**src/rtl/dummy_adc_pulse_gen_if.sv**
```systemverilog
// Sample-stream bundle driven by dummy_adc_pulse_gen: packed lanes, beat valid
// and the per-pulse alignment marker. There is no ready; the consumer takes every beat.
interface dummy_adc_pulse_gen_if #(
  parameter int SAMPLE_WIDTH       = 16,
  parameter int SAMPLE_NUM_PER_CLK = 8
);
  logic [SAMPLE_WIDTH*SAMPLE_NUM_PER_CLK-1:0] tdata;
  logic                                       tvalid;
  logic                                       pulse_start;

  modport master (output tdata, tvalid, pulse_start);
  modport slave  (input  tdata, tvalid, pulse_start);
endinterface

```
**src/rtl/dummy_adc_pulse_gen.sv**
```systemverilog
// Dummy ADC source: a periodic rectangular pulse on a baseline, packed as RFDC-style
// left-justified lanes. Define DUMMY_ADC_NOISE_EN to add per-lane LFSR noise.
module dummy_adc_pulse_gen #(
  parameter int SAMPLE_WIDTH         = 16,
  parameter int ADC_RESOLUTION_WIDTH = 12,
  parameter int SAMPLE_NUM_PER_CLK   = 8,
  parameter int CNT_WIDTH            = 16
) (
  input  logic                                   ACLK,
  input  logic                                   ARESET,
  input  logic                                   ENABLE,
  input  logic                                   SET_CONFIG,
  input  logic signed [ADC_RESOLUTION_WIDTH:0]   BASELINE,
  input  logic signed [ADC_RESOLUTION_WIDTH:0]   HEIGHT,
  input  logic        [CNT_WIDTH-1:0]            PERIOD,
  input  logic        [CNT_WIDTH-1:0]            PULSE_LEN,
  dummy_adc_pulse_gen_if.master                  m_axis
);

  localparam int DATA_W = SAMPLE_WIDTH * SAMPLE_NUM_PER_CLK;
  localparam int PAD_W  = SAMPLE_WIDTH - ADC_RESOLUTION_WIDTH;
  // One bit beyond baseline+height headroom so the noise term can never wrap the sum.
  localparam int SUM_W  = ADC_RESOLUTION_WIDTH + 3;

  typedef logic signed [ADC_RESOLUTION_WIDTH:0]   level_t;
  typedef logic signed [ADC_RESOLUTION_WIDTH-1:0] sample_t;
  typedef logic signed [SUM_W-1:0]                sum_t;
  typedef logic        [CNT_WIDTH-1:0]            cnt_t;

  typedef enum logic {
    IDLE = 1'b0,
    RUN  = 1'b1
  } state_t;

  localparam level_t DEF_BASELINE  = level_t'(-1024);
  localparam level_t DEF_HEIGHT    = level_t'(0);
  localparam cnt_t   DEF_PERIOD    = cnt_t'(16);
  localparam cnt_t   DEF_PULSE_LEN = cnt_t'(2);
  localparam cnt_t   MIN_PERIOD    = cnt_t'(2);
  localparam sum_t   SAT_MAX       = sum_t'((1 << (ADC_RESOLUTION_WIDTH-1)) - 1);
  localparam sum_t   SAT_MIN       = sum_t'(-(1 << (ADC_RESOLUTION_WIDTH-1)));

  function automatic sum_t widen(input level_t v);
    return sum_t'(v);
  endfunction

  function automatic sample_t saturate(input sum_t v);
    if (v > SAT_MAX)      return sample_t'(SAT_MAX);
    else if (v < SAT_MIN) return sample_t'(SAT_MIN);
    else                  return sample_t'(v);
  endfunction

  // Configuration registers
  level_t baseline_q;
  level_t height_q;
  cnt_t   period_q;
  cnt_t   pulse_len_q;

  // Sequencer state
  state_t state_q, state_d;
  cnt_t   cnt_q,   cnt_d;

  // Registered stream outputs
  logic [DATA_W-1:0] tdata_q,       tdata_d;
  logic              tvalid_q,      tvalid_d;
  logic              pulse_start_q, pulse_start_d;

  // Datapath
  logic              pulse_active;
  sum_t              base_sum;
  sum_t              lane_sum;
  logic [DATA_W-1:0] beat_data;

`ifdef DUMMY_ADC_NOISE_EN
  localparam logic [15:0] LFSR_SEED = 16'hACE1;

  logic [15:0] lfsr_q, lfsr_d;
  logic [15:0] lfsr_next;

  function automatic sum_t lane_noise(input logic [15:0] lfsr, input int lane);
    logic [1:0] bits;
    bits = lfsr[2*(lane % 8) +: 2];
    return sum_t'(signed'(bits));
  endfunction

  // Fibonacci LFSR, taps 16,14,13,11
  assign lfsr_next = {lfsr_q[14:0], lfsr_q[15] ^ lfsr_q[13] ^ lfsr_q[12] ^ lfsr_q[10]};
`endif

  // Sample for the current cnt, replicated (plus optional noise) across all lanes.
  always_comb begin
    pulse_active = (cnt_q < pulse_len_q);
    base_sum     = widen(baseline_q) + (pulse_active ? widen(height_q) : sum_t'(0));
    beat_data    = '0;
    lane_sum     = '0;
    for (int i = 0; i < SAMPLE_NUM_PER_CLK; i++) begin
`ifdef DUMMY_ADC_NOISE_EN
      lane_sum = base_sum + lane_noise(lfsr_q, i);
`else
      lane_sum = base_sum;
`endif
      beat_data[i*SAMPLE_WIDTH +: SAMPLE_WIDTH] = {saturate(lane_sum), {PAD_W{1'b0}}};
    end
  end

  // Next-state and next-output logic.
  // NOTE: every signal driven here gets a default first, so no path can infer a latch.
  always_comb begin
    state_d       = state_q;
    cnt_d         = cnt_q;
    tvalid_d      = 1'b0;
    tdata_d       = '0;
    pulse_start_d = 1'b0;
`ifdef DUMMY_ADC_NOISE_EN
    lfsr_d        = lfsr_q;
`endif

    if (SET_CONFIG) begin
      state_d = IDLE;
      cnt_d   = '0;
`ifdef DUMMY_ADC_NOISE_EN
      lfsr_d  = LFSR_SEED;
`endif
    end else begin
      unique case (state_q)
        IDLE: begin
          if (ENABLE) begin
            state_d = RUN;
            cnt_d   = '0;
          end
        end
        RUN: begin
          if (!ENABLE) begin
            state_d = IDLE;
            cnt_d   = '0;
          end else begin
            tvalid_d      = 1'b1;
            tdata_d       = beat_data;
            pulse_start_d = (cnt_q == '0) && (pulse_len_q != '0);
            cnt_d         = (cnt_q >= period_q - cnt_t'(1)) ? '0 : cnt_q + cnt_t'(1);
`ifdef DUMMY_ADC_NOISE_EN
            lfsr_d        = lfsr_next;
`endif
          end
        end
        default: begin
          state_d = IDLE;
          cnt_d   = '0;
        end
      endcase
    end
  end

  // NOTE: sequential state uses non-blocking assignments so all registers update together.
  always_ff @(posedge ACLK) begin
    if (ARESET) begin
      state_q       <= IDLE;
      cnt_q         <= '0;
      tdata_q       <= '0;
      tvalid_q      <= 1'b0;
      pulse_start_q <= 1'b0;
      baseline_q    <= DEF_BASELINE;
      height_q      <= DEF_HEIGHT;
      period_q      <= DEF_PERIOD;
      pulse_len_q   <= DEF_PULSE_LEN;
`ifdef DUMMY_ADC_NOISE_EN
      lfsr_q        <= LFSR_SEED;
`endif
    end else begin
      state_q       <= state_d;
      cnt_q         <= cnt_d;
      tdata_q       <= tdata_d;
      tvalid_q      <= tvalid_d;
      pulse_start_q <= pulse_start_d;
`ifdef DUMMY_ADC_NOISE_EN
      lfsr_q        <= lfsr_d;
`endif
      if (SET_CONFIG) begin
        baseline_q  <= BASELINE;
        height_q    <= HEIGHT;
        period_q    <= (PERIOD < MIN_PERIOD) ? MIN_PERIOD : PERIOD;
        pulse_len_q <= PULSE_LEN;
      end
    end
  end

  assign m_axis.tdata       = tdata_q;
  assign m_axis.tvalid      = tvalid_q;
  assign m_axis.pulse_start = pulse_start_q;

endmodule
```
**src/flat_wrapper.sv**
```systemverilog
// flat-port wrapper written by rule: the top's interface ports become plain ports
module dummy_adc_pulse_gen_flat 
#(
  parameter int SAMPLE_WIDTH         = 16,
  parameter int ADC_RESOLUTION_WIDTH = 12,
  parameter int SAMPLE_NUM_PER_CLK   = 8,
  parameter int CNT_WIDTH            = 16
)
  (ACLK, ARESET, ENABLE, SET_CONFIG, BASELINE, HEIGHT, PERIOD, PULSE_LEN, m_axis_tdata, m_axis_tvalid, m_axis_pulse_start);
  dummy_adc_pulse_gen_if #(.SAMPLE_WIDTH(SAMPLE_WIDTH), .SAMPLE_NUM_PER_CLK(SAMPLE_NUM_PER_CLK)) m_axis_i ();
  input  logic ACLK;
  input  logic ARESET;
  input  logic ENABLE;
  input  logic SET_CONFIG;
  input  logic signed [ADC_RESOLUTION_WIDTH:0] BASELINE;
  input  logic signed [ADC_RESOLUTION_WIDTH:0] HEIGHT;
  input  logic        [CNT_WIDTH-1:0] PERIOD;
  input  logic        [CNT_WIDTH-1:0] PULSE_LEN;
  output wire logic [$bits(m_axis_i.tdata)-1:0] m_axis_tdata;
  output wire logic [$bits(m_axis_i.tvalid)-1:0] m_axis_tvalid;
  output wire logic [$bits(m_axis_i.pulse_start)-1:0] m_axis_pulse_start;
  assign m_axis_tdata = m_axis_i.tdata;
  assign m_axis_tvalid = m_axis_i.tvalid;
  assign m_axis_pulse_start = m_axis_i.pulse_start;
  dummy_adc_pulse_gen #(.SAMPLE_WIDTH(SAMPLE_WIDTH), .ADC_RESOLUTION_WIDTH(ADC_RESOLUTION_WIDTH), .SAMPLE_NUM_PER_CLK(SAMPLE_NUM_PER_CLK), .CNT_WIDTH(CNT_WIDTH)) u_core (.ACLK(ACLK), .ARESET(ARESET), .ENABLE(ENABLE), .SET_CONFIG(SET_CONFIG), .BASELINE(BASELINE), .HEIGHT(HEIGHT), .PERIOD(PERIOD), .PULSE_LEN(PULSE_LEN), .m_axis(m_axis_i));
endmodule
```
**config.mk**
```make
export PLATFORM = sky130hd
export DESIGN_NAME = dummy_adc_pulse_gen_flat
export DESIGN_NICKNAME = d
export VERILOG_FILES = /design/src/rtl/dummy_adc_pulse_gen_if.sv /design/src/rtl/dummy_adc_pulse_gen.sv /design/src/flat_wrapper.sv
export SDC_FILE = /design/constraint.sdc
export NUM_CORES = 1
export LEC_CHECK = 0
export ABC_AREA = 1
export CELL_PAD_IN_SITES_DETAIL_PLACEMENT = 1
export CELL_PAD_IN_SITES_GLOBAL_PLACEMENT = 1
export CORE_AREA = 2 2 117 119
export CTS_BUF_LIST = sky130_fd_sc_hd__clkbuf_4 sky130_fd_sc_hd__clkbuf_8
export CTS_CLUSTER_DIAMETER = 30
export DETAILED_ROUTE_END_ITERATION = 8
export DIE_AREA = 0 0 119 121
export DONT_BUFFER_PORTS = 1
export PLACE_DENSITY = 0.88
export REMOVE_ABC_BUFFERS = 1
export SYNTH_ARGS = -nofsm -noshare
export SYNTH_HDL_FRONTEND = slang
export SYNTH_SLANG_ARGS = --single-unit
```
**constraint.sdc**
```tcl
create_clock -name ACLK -period 3.25 [get_ports ACLK]
set_input_delay 0.975 -clock ACLK [delete_from_list [all_inputs] [get_ports ACLK]]
set_output_delay 0.975 -clock ACLK [all_outputs]
set_load 0.01 [all_outputs]
```
==> results.sh, run 1 <==
export IMPL_final_common_cell="nand2_1"
export IMPL_firstDrtPassIters=5
export IMPL_min_from="u_core.height_q[3]$_SDFFE_PP0P_"
export IMPL_wl_met3_um=977
export IMPL_power_leakage_nw=2.743
export IMPL_detail_route_antenna_nets=0
export IMPL_crit_path_end_kind="flop"
export IMPL_hold_violations=0
export IMPL_startpoint_type="flop"
export IMPL_fin_area_mm2=0.006302
export IMPL_multi_input_area_mm2=0.003460
export IMPL_numCtsBuffers=9
export IMPL_clk_path_buf_depth=2
export IMPL_violations="negative setup slack"
export IMPL_synth_edf_count=0
export IMPL_setup_violations=12
export IMPL_maxCapViolCount=0
export IMPL_grt_use_total_pct=22.37
export IMPL_rows=42
export IMPL_finalWorstSetupSlack_ns=-0.1341
export IMPL_post_route_drc_count=0
export IMPL_post_drt_wl_per_cell_um=19.11
export IMPL_critical_path_max_fanout=6
export IMPL_p_per_area_mw_per_mm2=403.5
export IMPL_drtIter0Drc=372
export IMPL_grt_pass1_vias=5153
export IMPL_ys_seq_area_share_pct=29.19
export IMPL_cts_tree="built"
export IMPL_grt_start_max_net_pins=57
export IMPL_r2r_start="u_core.pulse_len_q[14]$_SDFFE_PP0P_"
export IMPL_synthArstFlopShare_pct=0
export IMPL_syn2layout_area_growth_pct=3.259
export IMPL_drive_gt1_share_pct=18.32
export IMPL_ys_warn_count=0
export IMPL_worst_clock_skew_ns=0.009982
export IMPL_fin_crit_sh_pct=104.1
export IMPL_status="complete, but fails checks"
export IMPL_avgSynthCellArea_um2=7.275
export IMPL_io_buffers=0
export IMPL_dieArea_mm2=0.01440
export IMPL_wl_met2_mm=8.700
export IMPL_antenna_found_initial=0
export IMPL_finalMaxSlewViolations=0
export IMPL_ys_ff_latch=89
export IMPL_slew_headroom_pct=41.02
export IMPL_synth_top_cells_by_area="dfxtp_1 (29%), buf_4 (14%), nand2_1 (9.7%)"
export IMPL_fillers=1645
export IMPL_vias=5260
export IMPL_fin_crit_ns=3.384
export IMPL_synth_top_area_share_pct=29.19
export IMPL_gp_congestion=0.8968
export IMPL_arrival_ns=3.65
export IMPL_mostFrequentLayoutCells="nand2_1 (146), inv_1 (88), dfxtp_1 (84)"
export IMPL_path_clk_slew_ns=0.09
export IMPL_startpoint="u_core.pulse_len_q[14]$_SDFFE_PP0P_"
export IMPL_initial_core_util_pct=46.64
export IMPL_place_hpwl_mm=12.02
export IMPL_grt_overflow=0
export IMPL_yosys_area_top_type="dfxtp_1"
export IMPL_ir_worst_vdd_uv=279.2
export IMPL_cp_required_ns=3.52
export IMPL_antennaDiodeCount=0
export IMPL_avgViaCountPerCell=5.468
export IMPL_grt_setup_unrepaired="true"
export IMPL_seqCellArea_mm2=0.001788
export IMPL_core_mm2=0.01309
export IMPL_die_height_um=121
export IMPL_clock_fmax_ghz=0.2955
export IMPL_synth_cell_types=36
export IMPL_place_area_mm2=0.005680
export IMPL_crit_type="reg2reg"
export IMPL_wirelength_mm=18.38
export IMPL_synthCells=839
export IMPL_cts_sinks=89
export IMPL_synth_ff_type="dfxtp_1"
export IMPL_met1Wirelength_mm=7.992
export IMPL_clk_latency_ns=0.39
export IMPL_tightestPinTransition_ns=0.8835
export IMPL_dieWidth_um=119
export IMPL_final_util_pct=48.16
export IMPL_grt_pass1_wl_mm=25.59
export IMPL_cts_root_buf="clkbuf_8"
export IMPL_layout_nets=891
export IMPL_htree_levels=3
export IMPL_syn_cell_area_mm2=0.006103
export IMPL_highest_layer="met4"
export IMPL_num_io_pins=192
export IMPL_hold_class="reg2reg"
[worst max-delay path, cell delays in order, from the launching register on]
cell       delay, ns
dfxtp_2         0.34
inv_1           0.05
ha_1            0.30
nand2_2         0.08
inv_2           0.06
nand3_2         0.08
nor3_2          0.23
o21ai_2         0.11
o2111ai_2       0.14
buf_6           0.19
nor2_1          0.06
ha_2            0.20
fa_2            0.38
nand3_2         0.10
nand2_4         0.07
nand2_2         0.08
nand2_2         0.09
nand3_2         0.07
nand3_1         0.15
nand2_4         0.17
nand2_2         0.12
nand2_1         0.12
a21oi_2         0.06
[sequential cells by signal (all words and copies together), names as in the netlist]
register / count
u_core.height_q: 13
u_core.m_axis.pulse_start: 1
u_core.cnt_q: 16
u_core.m_axis.tvalid: 1
u_core.pulse_len_q: 16
u_core.state_q: 1
u_core.baseline_q: 13
u_core.m_axis.tdata: 12
u_core.period_q: 16
[Yosys cell counts, types with 2 or more instances]
| cell type | n |
|---|---|
| xnor2_1 | 5 |
| o21ai_0 | 47 |
| a22o_1 | 13 |
| buf_6 | 2 |
| nand2_1 | 157 |
| nor4_1 | 11 |
| nand4_1 | 21 |
| a21oi_1 | 49 |
| dfxtp_1 | 89 |
| nor2_2 | 2 |
| ha_1 | 47 |
| nor2_1 | 69 |
| o22a_1 | 3 |
| a21oi_2 | 10 |
| buf_2 | 4 |
| nor3_1 | 10 |
| nand3_1 | 31 |
| nand2_2 | 10 |
| nand3_2 | 3 |
| clkbuf_1 | 14 |
| inv_1 | 91 |
| buf_4 | 116 |
| xor2_1 | 22 |
[report_power, final]
| part | internal [mW] | switching, mW |
|---|---|---|
| combinational | 0.167 | 0.340 |
| clock | 0.438 | 0.421 |
| sequential | 1.14 | 0.0426 |
| total | 1.74 | 0.803 |
[logic make-up (layout without fill, tap and decap cells)]
logic type	Yosys count	count (layout)	share of synthesized area, %
and+or+nand+nor	317	319	22.96
AOI/OAI and AO/OA	128	128	12.40
other	1	32	0.06144
xor gates and xnor gates	27	27	3.874
buffers and inverters	229	143	21.55
DFF	89	89	29.19
adders and majority gates	48	48	9.963
[metrics by stage]
step	worst slack, ns	setup TNS [ns]	instances	total power, mW	hold WS (ns)
6_report	-0.1341	-1.277	962	2.543	0.4925
4_1_cts	0.005111	0	956	2.440	0.4866
5_1_grt	-0.2975	-3.541	962	2.638	0.5158
3_3_place_gp	0.05147	0	936	1.561	0.4615
3_5_place_dp	-0.1181	-1.182	936	1.578	0.4717
2_1_floorplan	0.002114	0	733	1.480	0.4478
[cell type report]
cell class,instances,area share (%)
multi-input combinational,554,54.89
sequential,89,28.37
inverter,92,5.559
timing repair buffer,35,4.288
tap,176,3.494
clock buffer,10,2.085
clock inverter,6,1.310
[path summary, 6_finish.rpt]
kind | end | slack [ns] | cells past startpoint
setup reg to reg | u_core.m_axis.tdata[124]$_SDFF_PP0_ | -0.13 | 22
hold reg to reg | u_core.height_q[3]$_SDFFE_PP0P_ | 0.49 | 2
setup / recovery | u_core.m_axis.tdata[124]$_SDFF_PP0_ | -0.13 | 22
hold / removal | u_core.height_q[3]$_SDFFE_PP0P_ | 0.49 | 2
[metal layers]
layer | track usage, % | vias up
li1 | - | 2471
met1 | 29.26 | 2533
met2 | 37.10 | 200
met3 | 4.934 | 56
met4 | 6.324 | 0
met5 | 0 | -
[repair_timing]
item,CTS,global route
buffers inserted,2,5
endpoints found under the setup margin,12,28
gates resized for setup,11,79
hold buffers,0,0
gates cloned,2,1
pin swaps,1,25
No activity file was read; power rests on OpenSTA's default activity.
==> run 2: changes to the inputs <==
--- a/constraint.sdc
+++ b/constraint.sdc
@@ -3,2 +3,2 @@
 set_output_delay 0.975 -clock ACLK [all_outputs]
-set_load 0.01 [all_outputs]
+set_load 0.02 [all_outputs]
==> results.sh, run 2 (synthesized netlist as in run 1, its figures left out) <==
export IMPL_grt_busiest_layer="met2"
export IMPL_arrival_ns=3.54
export IMPL_layout_nets=889
export IMPL_met2_usage_pct=37.64
export IMPL_startpoint_type="flop"
export IMPL_r2r_start="u_core.pulse_len_q[1]$_SDFFE_PP1P_"
export IMPL_place_hpwl_mm=11.97
export IMPL_rows=42
export IMPL_post_drt_wl_per_cell_um=18.42
export IMPL_grt_overflow=0
export IMPL_path_clk_slew_ns=0.09
export IMPL_die_height_um=121
export IMPL_mostFrequentLayoutCells="nand2_1 (145), inv_1 (87), dfxtp_1 (70)"
export IMPL_power_leakage_nw=2.738
export IMPL_grt_start_max_net_pins=57
export IMPL_fillers=1660
export IMPL_avgViaCountPerCell=5.452
export IMPL_hold_violations=0
export IMPL_seqCellArea_mm2=0.001805
export IMPL_holdWs_ns=0.4921
export IMPL_r2r_cells=22
export IMPL_place_area_mm2=0.005693
export IMPL_min_from="u_core.height_q[12]$_SDFFE_PP0P_"
export IMPL_finalWorstSetupSlack_ns=0.007586
export IMPL_numCtsBuffers=9
export IMPL_setup_violations=0
export IMPL_clk_latency_ns=0.38
export IMPL_r2r_end="u_core.m_axis.tdata[124]$_SDFF_PP0_"
export IMPL_gp_congestion=0.8952
export IMPL_htree_levels=3
export IMPL_status="complete, no violations"
export IMPL_detail_route_antenna_nets=0
export IMPL_cts_tree="built"
export IMPL_num_io_pins=192
export IMPL_whs_path_depth=2
export IMPL_fin_crit_ns=3.242
export IMPL_grt_util_met3_pct=5.263
export IMPL_wirelength_mm=17.68
export IMPL_cp_required_ns=3.54
export IMPL_place_ws_ns=-0.1355
export IMPL_worstHoldEndpoint="u_core.height_q[12]$_SDFFE_PP0P_"
export IMPL_post_route_drc_count=0
export IMPL_grt_pass1_wl_mm=25.61
export IMPL_clk_path_buf_depth=2
export IMPL_top_regs="u_core.cnt_q (16), u_core.period_q (16), u_core.pulse_len_q (16)"
export IMPL_finalMaxSlewViolations=0
export IMPL_antenna_found_initial=0
export IMPL_crit_type="reg2reg"
export IMPL_crit_path_end_kind="flop"
export IMPL_cts_hold_buf=0
export IMPL_cts_root_buf="clkbuf_8"
export IMPL_r2r_setup_slack_ns=0.008
export IMPL_initial_core_util_pct=46.64
export IMPL_tightestPinTransition_ns=0.8747
export IMPL_clock_fmax_ghz=0.3084
export IMPL_maxCapViolCount=0
export IMPL_drive_gt1_share_pct=20.15
export IMPL_dieWidth_um=119
export IMPL_syn2layout_area_growth_pct=3.034
export IMPL_fin_tns_setup_ns=0
export IMPL_grt_pass1_vias=5034
export IMPL_p_per_area_mw_per_mm2=390.6
export IMPL_antennaDiodeCount=0
export IMPL_final_util_pct=48.06
export IMPL_fin_crit_sh_pct=99.77
export IMPL_vias=5234
export IMPL_multi_input_area_mm2=0.003458
export IMPL_dieArea_mm2=0.01440
export IMPL_fin_area_mm2=0.006289
export IMPL_worst_clock_skew_ns=0.01531
export IMPL_use_met1_pct=29.29
export IMPL_firstDrtPassIters=5
export IMPL_hold_class="reg2reg"
export IMPL_ir_worst_vdd_uv=290.6
export IMPL_slew_headroom_pct=41.82
export IMPL_core_mm2=0.01309
export IMPL_io_buffers=0
export IMPL_grt_use_total_pct=22.44
export IMPL_drtIter0Drc=377
export IMPL_critical_path_max_fanout=6
export IMPL_final_common_cell="nand2_1"
export IMPL_cts_sinks=89
## run 2: worst max path at each step
stage,startpoint,end,depth (start not counted)
3_3_place_gp,u_core.pulse_len_q[7]$_SDFFE_PP0P_,u_core.m_axis.tdata[123]$_SDFF_PP0_,22
4_1_cts,u_core.pulse_len_q[1]$_SDFFE_PP1P_,u_core.m_axis.tdata[117]$_SDFF_PP0_,22
2_1_floorplan,SET_CONFIG,u_core.baseline_q[10]$_SDFFE_PP1P_,4
3_5_place_dp,u_core.pulse_len_q[15]$_SDFFE_PP0P_,u_core.m_axis.tdata[123]$_SDFF_PP0_,22
6_report,u_core.pulse_len_q[1]$_SDFFE_PP1P_,u_core.m_axis.tdata[124]$_SDFF_PP0_,22
5_1_grt,u_core.pulse_len_q[7]$_SDFFE_PP0P_,u_core.m_axis.tdata[118]$_SDFF_PP0_,20
## run 2: what timing repair did
action,4_1_cts,5_1_grt
cloned,1,1
endpoints found under the hold margin,0,0
pin swaps,1,26
setup buffers,0,8
resized for setup,6,84
endpoints found under the setup margin,12,28
## run 2: final cells by class
| type | instances | share of cell area, % |
|---|---|---|
| Clock inverter | 2 | 0.1990 |
| Tap cell | 176 | 3.502 |
| Clock buffer | 14 | 2.766 |
| Multi-Input combinational cell | 554 | 54.99 |
| Timing Repair Buffer | 33 | 4.258 |
| Inverter | 92 | 5.571 |
| Sequential cell | 89 | 28.71 |
## run 2: power breakdown
| part | total (mW) | internal, mW | switching [mW] |
|---|---|---|---|
| clock | 0.744 | 0.345 | 0.399 |
| sequential | 1.19 | 1.14 | 0.0499 |
| combinational | 0.526 | 0.170 | 0.356 |
## run 2: metal layers
metal | wire length, um | up-vias
met5 | 0 | -
met4 | 425 | 0
met3 | 916 | 35
met2 | 8362 | 190
met1 | 7977 | 2542
li1 | - | 2467
## run 2: critical path, cell delays in order (launching register included)
cell and delay [ns]:
dfxtp_2 0.34, inv_1 0.05, ha_1 0.28, o21ai_1 0.09, nand2_1 0.10, nand3_2 0.08
a21oi_2 0.06, o21ai_1 0.15, o2111ai_2 0.17, buf_6 0.18, nor2_2 0.10, ha_2 0.24
fa_2 0.24, nand3_2 0.09, nand2_4 0.11, nand3_2 0.09, nand3_1 0.09, nand2_1 0.08
nand2_2 0.13, nand3_4 0.12, nand2_4 0.14, nand2_1 0.08, a21oi_2 0.14
## run 2: metrics by stage
stage,std cells,power [mW]
6_report,960,2.456
5_1_grt,960,2.574
4_1_cts,951,2.353
3_5_place_dp,934,1.606
3_3_place_gp,934,1.586
2_1_floorplan,733,1.505
==> run 3: changes to the inputs <==
Clock period 3.25 ns to 3.3 ns, I/O delays scaled along.
==> results.sh, run 3 (synthesized netlist as in run 1, its figures left out) <==
export IMPL_startpoint_type="flop"
export IMPL_p_per_area_mw_per_mm2=399.6
export IMPL_crit_path_max_incr_delay_ns=0.36
export IMPL_dieWidth_um=119
export IMPL_antenna_found_initial=0
export IMPL_cts_root_buf="clkbuf_8"
export IMPL_cts_hold_buf=0
export IMPL_status="complete, but fails checks"
export IMPL_cts_tree="built"
export IMPL_placedCellCount=936
export IMPL_clk_latency_ns=0.39
export IMPL_antennaDiodeCount=0
export IMPL_p_comb_share_pct=20.9
export IMPL_crit_type="reg2reg"
export IMPL_slowest_stage="dfxtp_1"
export IMPL_r2r_cells=23
export IMPL_clk_path_buf_depth=2
export IMPL_path_common_cell="nand2_2"
export IMPL_gp_congestion=0.9110
export IMPL_num_io_pins=192
export IMPL_p_switching_mw=0.8480
export IMPL_slew_headroom_pct=41.73
export IMPL_r2r_setup_slack_ns=-0.13
export IMPL_endpoint="u_core.m_axis.tdata[120]$_SDFF_PP0_"
export IMPL_holdWs_ns=0.4995
export IMPL_r2r_end="u_core.m_axis.tdata[120]$_SDFF_PP0_"
export IMPL_crit_path_end_kind="flop"
export IMPL_ir_worst_vdd_uv=264.6
export IMPL_vias=5381
export IMPL_total_power_mw=2.572
export IMPL_power_frac_clock_pct=33.6
export IMPL_power_frac_seq_pct=45.5
export IMPL_p_int_mw=1.724
export IMPL_grt_pass1_vias=5345
export IMPL_grt_use_total_pct=23.27
export IMPL_finalWorstSetupSlack_ns=-0.1259
export IMPL_drive_gt1_share_pct=21.67
export IMPL_r2r_start="u_core.pulse_len_q[1]$_SDFFE_PP1P_"
export IMPL_grt_overflow=0
export IMPL_tightestPinTransition_ns=0.8762
export IMPL_top_regs="u_core.cnt_q (16), u_core.period_q (16), u_core.pulse_len_q (16)"
export IMPL_final_common_cell="nand2_1"
export IMPL_cts_sinks=89
export IMPL_maxCapViolCount=0
export IMPL_syn2layout_area_growth_pct=5.473
export IMPL_drtIter0Drc=299
export IMPL_layout_nets=895
export IMPL_firstDrtPassIters=5
export IMPL_dieArea_mm2=0.01440
export IMPL_htree_levels=3
export IMPL_wirelength_mm=19.36
export IMPL_setup_violations=12
export IMPL_grt_start_max_net_pins=57
export IMPL_io_buffers=0
export IMPL_violations="negative setup slack"
export IMPL_power_leakage_nw=2.774
export IMPL_path_cells="inv_1, ha_1, o21ai_0, nand2_1, nand3_1, a21oi_2, o21ai_2, o2111ai_2, buf_6, nor2_1, ha_2, fa_2, nand3_1, nand2_2, nand2_2, nand2_2, nand3_2, nand3_1, nand2_2, buf_4, nand2_4, nand2_2, a21oi_2"
export IMPL_rows=42
export IMPL_post_route_drc_count=0
export IMPL_grt_pass1_wl_mm=26.49
export IMPL_initial_core_util_pct=46.64
export IMPL_path_clk_slew_ns=0.10
export IMPL_avgViaCountPerCell=5.576
export IMPL_finalMaxSlewViolations=0
export IMPL_arrival_ns=3.74
export IMPL_clock_fmax_ghz=0.2919
export IMPL_min_from="u_core.height_q[12]$_SDFFE_PP0P_"
export IMPL_die_height_um=121
export IMPL_place_hpwl_mm=12.76
export IMPL_mostFrequentLayoutCells="nand2_1 (139), inv_1 (87), dfxtp_1 (71)"
export IMPL_numCtsBuffers=9
export IMPL_cp_required_ns=3.61
export IMPL_fin_crit_sh_pct=103.8
export IMPL_stdcell_count=965
export IMPL_p_sw_share_pct=32.97
export IMPL_post_drt_wl_per_cell_um=20.07
export IMPL_worst_clock_skew_ns=0.01675
export IMPL_detail_route_antenna_nets=0
export IMPL_hold_class="reg2reg"
export IMPL_fin_crit_ns=3.426
export IMPL_startpoint="u_core.pulse_len_q[1]$_SDFFE_PP1P_"
export IMPL_critical_path_max_fanout=6
export IMPL_hold_violations=0
export IMPL_core_mm2=0.01309
## run 3: cell count changes in the layout (fill, tap and decap cells not counted), moves of 3 or more
cell,change
nand2_2,+12
nand2_1,-6
ha_4,+4
nand2_4,-4
clkbuf_4,-3
nor2_2,+3
## run 3: repair_timing
item,in CTS,in global routing
pin swaps,2,30
cloned,1,2
gates resized for setup,11,84
setup endpoints to repair,12,28
buffers inserted,0,11
endpoints found under the hold margin,0,0
## run 3: metrics by stage
stage	utilization (%)	setup slack, ns	cell area, um^2	setup TNS, ns
6_report	49.20	-0.1259	6437	-0.9652
5_1_grt	49.20	-0.2859	6437	-3.155
4_1_cts	45.68	0.006310	5977	0
3_5_place_dp	43.62	-0.05813	5708	-0.3669
3_3_place_gp	43.62	0.03319	5708	0
2_1_floorplan	-	0.03711	5250	0
## run 3: power by group through the flow
stage               Clock, mW  Combinational, mW  Sequential (mW)
detailed placement          0              0.399             1.19
finish                  0.864              0.537             1.17
global placement            0              0.378             1.19
CTS                     0.863              0.419             1.17
floorplan                   0              0.303             1.18
global route            0.908              0.581             1.18
## run 3: worst min path at each step
| stage | endpoint | slack [ns] | depth (start not counted) |
|---|---|---|---|
| 6_report | u_core.height_q[12]$_SDFFE_PP0P_ | 0.50 | 2 |
| 5_1_grt | u_core.height_q[10]$_SDFFE_PP0P_ | 0.53 | 2 |
| 4_1_cts | u_core.height_q[8]$_SDFFE_PP0P_ | 0.49 | 2 |
| 3_5_place_dp | u_core.height_q[8]$_SDFFE_PP0P_ | 0.48 | 2 |
| 3_3_place_gp | u_core.pulse_len_q[1]$_SDFFE_PP1P_ | 0.46 | 2 |
| 2_1_floorplan | u_core.pulse_len_q[1]$_SDFFE_PP1P_ | 0.45 | 2 |
## run 3: metal layers
layer  track usage (%)  routed length, um  up-vias
li1                  -                  -     2481
met1             29.96               8280     2656
met2             38.76               9532      195
met3             3.806                899       49
met4             9.598                650        0
met5                 0                  0        -
## run 3: area by class of cell
type	count	area (um^2)
fill	1628	6648
clock buffer	9	123.9
timing repair buffer	39	345.3
tap	176	220.2
inverter	92	345.3
clock inverter	6	92.59
multi-input combinational	554	3506
sequential	89	1804
## run 3: worst max-delay path, delay by kind of cell, from the launching register on
family / cells / cell delay (ns)
adder cells (fa/ha/maj): 3 / 0.71
AND/OR/NAND/NOR: 12 / 1.21
AO/OA/AOI/OAI: 5 / 0.64
buffers and inverters: 3 / 0.42
flip-flops: 1 / 0.36
